File: config.mk
export PLATFORM = sky130hd
export DESIGN_NAME = datapath_sequencer
export DESIGN_NICKNAME = d
export VERILOG_FILES = /design/src/rtl/datapath_sequencer.sv
export SDC_FILE = /design/constraint.sdc
export NUM_CORES = 1
export LEC_CHECK = 0
export CAP_MARGIN = 20
export CORE_MARGIN = 10
export CORE_UTILIZATION = 43
export CTS_CLUSTER_DIAMETER = 40
export CTS_CLUSTER_SIZE = 8
export DETAILED_ROUTE_END_ITERATION = 12
export PLACE_DENSITY = 0.88
export SYNTH_ARGS = -nofsm -noshare
export SYNTH_HDL_FRONTEND = slang
export SYNTH_SLANG_ARGS = --single-unit
File: constraint.sdc
create_clock -name clk -period 2.33 [get_ports clk]
set_clock_uncertainty 0.15 [all_clocks]
set_input_delay 0.466 -clock clk [delete_from_list [all_inputs] [get_ports clk]]
set_output_delay 0.466 -clock clk [all_outputs]
set_load 0.01 [all_outputs]
File: src/rtl/datapath_sequencer.sv
// datapath_sequencer: multi-cycle controller that decodes 16-bit instructions and sequences the
// register-file/ULA datapath through read, execute, writeback and response phases.
module datapath_sequencer #(
  parameter int DATA_W = 8,
  parameter int REG_AW = 3,
  parameter int CNT_W  = 8
) (
  input  logic              clk,
  input  logic              rst,
  input  logic              instr_valid,
  output logic              instr_ready,
  input  logic [15:0]       instr,
  output logic [DATA_W-1:0] wd3,
  output logic [REG_AW-1:0] wa3,
  output logic              we3,
  output logic [REG_AW-1:0] ra1,
  output logic [REG_AW-1:0] ra2,
  output logic [2:0]        ULAControl,
  output logic              select_src,
  input  logic [DATA_W-1:0] ULAResult,
  input  logic              Z,
  output logic              resp_valid,
  input  logic              resp_ready,
  output logic [DATA_W-1:0] resp_data,
  output logic              resp_z,
  output logic              resp_err,
  output logic [CNT_W-1:0]  retired_count
);
  typedef enum logic [2:0] {IDLE, READ, EXEC, WB, RESP} state_t;
  localparam logic [2:0] OP_LI = 3'b100, OP_ADDK = 3'b110, OP_BAD = 3'b111;
  state_t state, next;
  logic [2:0] op;
  logic [REG_AW-1:0] rd_q;
  logic [DATA_W-1:0] result;
  logic z_q, err_q, accept, done;
  assign op     = instr[15:13];
  assign accept = instr_valid & instr_ready;
  assign done   = resp_valid & resp_ready;
  always_ff @(posedge clk or negedge rst)
    if (!rst) state <= IDLE;
    else state <= next;
  always_comb begin
    next = state;
    case (state)
      IDLE:    if (accept) next = (op == OP_LI) ? WB : (op == OP_BAD) ? RESP : READ;
      READ:    next = EXEC;
      EXEC:    next = WB;
      WB:      next = RESP;
      RESP:    if (done) next = IDLE;
      default: next = IDLE;
    endcase
  end
  // instr_ready is gated by rst so nothing is offered while reset is held
  always_comb begin
    instr_ready = rst & (state == IDLE);
    we3         = state == WB;
    resp_valid  = state == RESP;
    wa3         = rd_q;
    wd3         = result;
    resp_data   = result;
    resp_z      = z_q;
    resp_err    = err_q;
  end
  // Operand drives are loaded on acceptance so they are already valid during READ and hold afterwards
  always_ff @(posedge clk or negedge rst)
    if (!rst) begin
      rd_q          <= '0;
      result        <= '0;
      z_q           <= 1'b0;
      err_q         <= 1'b0;
      ra1           <= '0;
      ra2           <= '0;
      ULAControl    <= 3'b000;
      select_src    <= 1'b0;
      retired_count <= '0;
    end else begin
      if (accept) begin
        rd_q  <= REG_AW'(instr[12:10]);
        err_q <= op == OP_BAD;
        if (op == OP_LI) begin
          result <= DATA_W'(instr[7:0]);
          z_q    <= instr[7:0] == 8'd0;
        end else if (op == OP_BAD) begin
          result <= '0;
          z_q    <= 1'b0;
        end else begin
          ra1        <= REG_AW'(instr[9:7]);
          ra2        <= REG_AW'(instr[6:4]);
          ULAControl <= (op == OP_ADDK) ? 3'b000 : op;
          select_src <= op == OP_ADDK;
        end
      end
      if (state == EXEC) begin
        result <= ULAResult;
        z_q    <= Z;
      end
      if (done) begin
        err_q <= 1'b0;
        if (!err_q) retired_count <= retired_count + CNT_W'(1);
      end
    end
endmodule

## Yosys cells after proc, flatten, opt, wreduce, memory -nomap -nowiden

Cells that the tools add are included.

- Equal/unequal tests: 9
- Bitwise gates (word level): 6
- Multiplexer cells: 16
- Reduce and logical (&&, ||, !) cells: 9
- Add/sub/neg operators: 1

Operators by type and width:

| operator | count |
|---|---|
| 2-to-1 mux 8 bit | 4 |
| 2-to-1 mux 3 bit | 5 |
| case mux 3 bit (5 select lines) | 1 |
| == test 3 bit, second input constant | 4 |
| adder 8 x 1 -> 8 bit, second input constant | 1 |
| logical NOT 8 bit | 1 |
| == test 3 x 2 -> 1 bit, second input constant | 2 |
| 2-to-1 mux 1 bit | 6 |
| AND reduction 2 bit | 3 |
| nonzero test 2 bit | 2 |
| AND 1 bit | 3 |
| == test 3 x 1 -> 1 bit, second input constant | 1 |
| logical NOT 3 bit | 1 |
| inverter 1 bit | 3 |
| AND reduction 3 bit | 1 |
| nonzero test 3 bit | 1 |
| != test 2 x 1 -> 1 bit, second input constant | 1 |
| != test 2 bit, second input constant | 1 |

- Output and inout bits: 42
- Flip-flop bits (word level): 34

## Logic depth before layout (Yosys ltp)

- Depth after elaboration: 5
- Mapped depth: 6
- Mapped depth without buffers: 4

## Worst setup path before layout

No wires, ideal clock.

- Path kind: reg-to-reg
- Start point: register state[0]
- End point: register result[0], in the netlist resp_data[0]
- Period minus slack after synthesis: 1.998 ns
- Buffers on the path: 2
- Data arrival time: 1.723 ns
- Setup time: 0.125 ns
- Setup slack: 0.332 ns
- Cell stages (with the launch flop): 7
- Data required time: 2.055 ns
- Cells stage by stage: dfrtp_1 -> nor4b_4 -> and2_1 -> buf_6 -> a21o_4 -> buf_8 -> mux2_4

- Word-level cells in the longest chain between the ends: 5

RTL lines:

| element | RTL line | source |
|---|---|---|
| start, declared | 31 | `state_t state, next;` |
| start signal, assigned | 41 | `else state <= next;` |
| logical NOT 3 bit | 55 | `instr_ready = rst & (state == IDLE);` |
| AND 1 bit | 55 |  |
| net instr_ready | 11 | `output logic instr_ready,` |
| AND 1 bit | 37 | `assign accept = instr_valid & instr_ready;` |
| nonzero test 2 bit (no line) | - |  |
| AND reduction 2 bit (no line) | - |  |
| end signal, assigned | 81 | `result <= DATA_W'(instr[7:0]);` |
| end signal, assigned | 94 | `result <= ULAResult;` |
| end, declared | 34 | `logic [DATA_W-1:0] result;` |

The timed path passes the listed nets, and every way through them passes these cells.
A chain may end at the register's enable or synchronous reset.

## Worst setup path after layout

- Start point: register state[2]
- End point: output we3

- Word-level cells in the longest chain between the ends: 1

RTL lines:

| element | RTL line | source |
|---|---|---|
| == test 3 x 2 -> 1 bit | 56 | `we3 = state == WB;` |
| end, declared | 15 | `output logic we3,` |

Every way passes these cells.

==> summary.txt <==
Run status
  – Run status: completed

Floorplanning
  – Core area: 3971 um^2
  – Row count: 23
  – Die Wd: 83.71 um
  – Initial core utilization: between 40 and 50%
  – Chip height: 83.71 um
  – DIE AREA: 7007 um^2
  – IO Count: 71

Setup path
  – WS Path Type: reg -> out
  – Crit path cell chain: buf_4 > buf_4 > nor2_1 > clkdlybuf4s50_1
  – WP data arrival: 1.59 ns
  – Cell mode on critical path: buf_4
  – Critical Path RT: 1.71 ns
  – Critical path's slowest cell: clkdlybuf4s50_1
  – Crit path launch type: flop
  – Critical Path Max Stage Delay: 0.54 ns
  – Reg2reg path depth: 6
  – CP endpoint kind: primary output
  – Worst-path fanout max: 4

Synth
  – Sequential share of the synthesized area: just under 50%
  – Post-synthesis adder-cell area fraction: 0.7168%
  – XOR/XNOR Fraction of Synth Area: around 3.5%
  – Post-Syn Area per Cell: 12.47 um^2
  – Top FF cell, synth: dfrtp_1
  – Ys Warns: 0
  – Post-synthesis net count: 170
  – Yosys reg bits: 34
  – Gate Count Post-Synth: 140
  – Compound-Gate Fraction of Synth Area: 11.61%
  – Post-Synth Simple-Gate Area: 15.91%
  – Ys async rst share: 100.0%
  – Mux contribution to synthesized area: a little over an eighth
  – Cell area after synthesis: 1745 um^2
  – Main combinational cell family by area after synthesis: simple AND/OR/NAND/NOR gates
  – Number of synthesized flops with an enable pin: 0
  – Netlist cell types: 39

Power and ir drop
  – Int Power: 1962 uW
  – Leakage: roughly 0.0012 uW
  – PwrDens: 1123 nW/um^2
  – Sw Pwr: 954.0 uW
  – VDD IR max: between 500 and 600 uV
  – Reg power frac: 33.8%
  – Clk pwr share: 14.3%
  – Sw Share: 32.72%
  – Combinational Power Share: 52.0%

Routing
  – DRC: 0
  – Drt wl/cell: 16.38 um
  – Via-to-Cell Ratio: 5.030
  – Drt initial violations: 36
  – Pre-antenna DRT Iters: 4
  – ANT nets after route: 0
  – Routed WL: 4391 um
  – Vias post-DR: 1348

GRT
  – Largest net degree at the start of global routing: 35
  – Grt met2 use: 21.32%
  – First-pass GRT wire length: 7272 um
  – Global routing usage on met1: 13.59%
  – Vias in the first global route: roughly 1400
  – Global Route met3 Usage: 4.492%
  – Most used routing layer: met2
  – Grt ovf: 0
  – Global-route usage over all layers: 12.46%
  – Initial antenna violation count: 0

Timing
  – Rel. slew slack: between 70% and 80%
  – Post-route setup slack: roughly 0.13 ns
  – Period utilisation layout: roughly 94%
  – WHS: 0.3213 ns
  – Final number of setup-violating endpoints: 0
  – Tmin final: about 2.2 ns
  – RSZ-0062 raised after global routing: no
  – Slew Limit Fails: 0
  – Final Hold Violating Endpoints: 0
  – Worst-Margin Slew: 0.4296 ns
  – FMAX: 454.2 MHz

Clock network
  – Clock transition at path regs: approximately 0.070 ns
  – Cts hold-fix bufs: 0
  – Sink Count: 34
  – CTS buffer count: 5
  – Worst-Skew Late Latency: 0.28 ns
  – Root buffer cell: clkbuf_8
  – Max Root-Sink Buffers: 2
  – H-tree levels: 2
  – CTS tree: done

Cells and area
  – Core Util, Final: 65.41%
  – # diodes: 0
  – Nets: approximately 250
  – Most common cell after layout, fill and taps aside: clkdlybuf4s50_1
  – Commonest cells after routing, fill and taps aside: clkdlybuf4s50_1 (68), dfrtp_1 (34), nand2_1 (18)
  – Post-route non-filler standard cell count: 268
  – Synthesis-to-layout area growth: 48.82%
  – Fraction of layout cells with a size suffix above 1: between 10% and 20%

Placed design
  – PortBufs: 70
  – Gpl congestion: 0.7879
  – Pre-CTS WS: -0.1050 ns
  – Placed instance count: around 260
  – Detail Placement HPWL: 3493 um

Flow run
  – Max Cap Viol: 0

Min path
  – Hold depth: 2
  – Min-Delay Path Class: reg -> reg
[worst paths after layout]
kind                                      start  slack, ns                        to
hold / removal               wa3[0]$_DFFE_PN0P_       0.32        wa3[0]$_DFFE_PN0P_
setup reg to reg           state[2]$_DFFE_PN0P_       0.27  resp_data[2]$_DFFE_PN0P_
setup / recovery           state[2]$_DFFE_PN0P_       0.13                       we3
hold reg to reg              wa3[0]$_DFFE_PN0P_       0.32        wa3[0]$_DFFE_PN0P_
min in group asynchronous                   rst       0.50      resp_err$_DFFE_PN0P_
max in group asynchronous                   rst       1.22        ra1[1]$_DFFE_PN0P_
[registers in the layout (all words and copies together) (netlist names)]
| signal | count |
|---|---|
| state | 3 |
| wa3 | 3 |
| select_src | 1 |
| resp_data | 8 |
| ra1 | 3 |
| ra2 | 3 |
| ULAControl | 3 |
| resp_z | 1 |
| resp_err | 1 |
| retired_count | 8 |
[critical path, delay by kind of cell, from the launching register on]
kind,cells,cell delay (ns)
flip-flops,1,0.38
AND/OR/NAND/NOR,1,0.09
buffers and inverters,3,0.83
[cell type report]
| class | count | area (um^2) |
|---|---|---|
| clock buffer | 6 | 82.58 |
| sequential | 34 | 850.8 |
| multi-input combinational | 92 | 790.8 |
| fill | 321 | 1374 |
| tap | 50 | 62.56 |
| inverter | 2 | 7.507 |
| timing repair buffer | 84 | 803.3 |
[Yosys cell counts, types with 2 or more instances]
library cell / count / area, um^2
nor4b_4: 2 / 47.55
inv_1: 2 / 7.510
o21ai_1: 4 / 20.02
xnor2_1: 5 / 43.79
nor2_1: 2 / 7.510
a21oi_1: 3 / 15.01
dfrtp_1: 34 / 850.8
a22oi_1: 2 / 15.01
nand4_1: 2 / 12.51
nand3_1: 5 / 25.02
a22o_1: 10 / 87.58
nor4_1: 2 / 12.51
buf_2: 2 / 10.01
xor2_1: 2 / 17.52
buf_4: 8 / 60.06
nand2_1: 18 / 67.56
mux2_4: 15 / 225.2
[cells by family (layout without fill, tap and decap cells)]
logic type / count (synthesis) / after routing
AO/OA/AOI/OAI: 26 / 26
adder cells (fa/ha/maj): 1 / 1
buffers and inverters: 14 / 92
flip-flops: 34 / 34
AND/OR/NAND/NOR: 42 / 42
XOR/XNOR: 7 / 7
multiplexers: 16 / 16
[per-stage QoR]
stage | setup TNS, ns | power (uW) | cell area [um^2]
6_report | 0 | 2916 | 2597
3_5_place_dp | -0.2667 | 2520 | 2510
2_1_floorplan | 0 | 1849 | 1745
5_1_grt | 0 | 3105 | 2597
3_3_place_gp | -0.1765 | 2481 | 2510
4_1_cts | 0 | 2952 | 2597
[metal layers]
metal  vias to the layer above  wire [um]
met3                         6        333
li1                        653          -
met4                         0         65
met5                         -          0
met2                        43       2257
met1                       646       1734
[timing repair]
action | 4_1_cts | 5_1_grt
gates resized for setup | 2 | 0
setup endpoints to repair | 2 | 0
setup buffers | 1 | 0
endpoints found under the hold margin | 0 | 0
[power groups by stage]
| stage | Sequential [uW] | Combinational [uW] | Clock, uW |
|---|---|---|---|
| after floorplan | 1090 | 758 | 0 |
| after global placement | 989 | 1490 | 0 |
| after detailed placement | 999 | 1520 | 0 |
| after CTS | 986 | 1540 | 428 |
| after global routing | 1020 | 1640 | 447 |
| final | 985 | 1520 | 416 |
No activity file was read; power rests on OpenSTA's default activity.
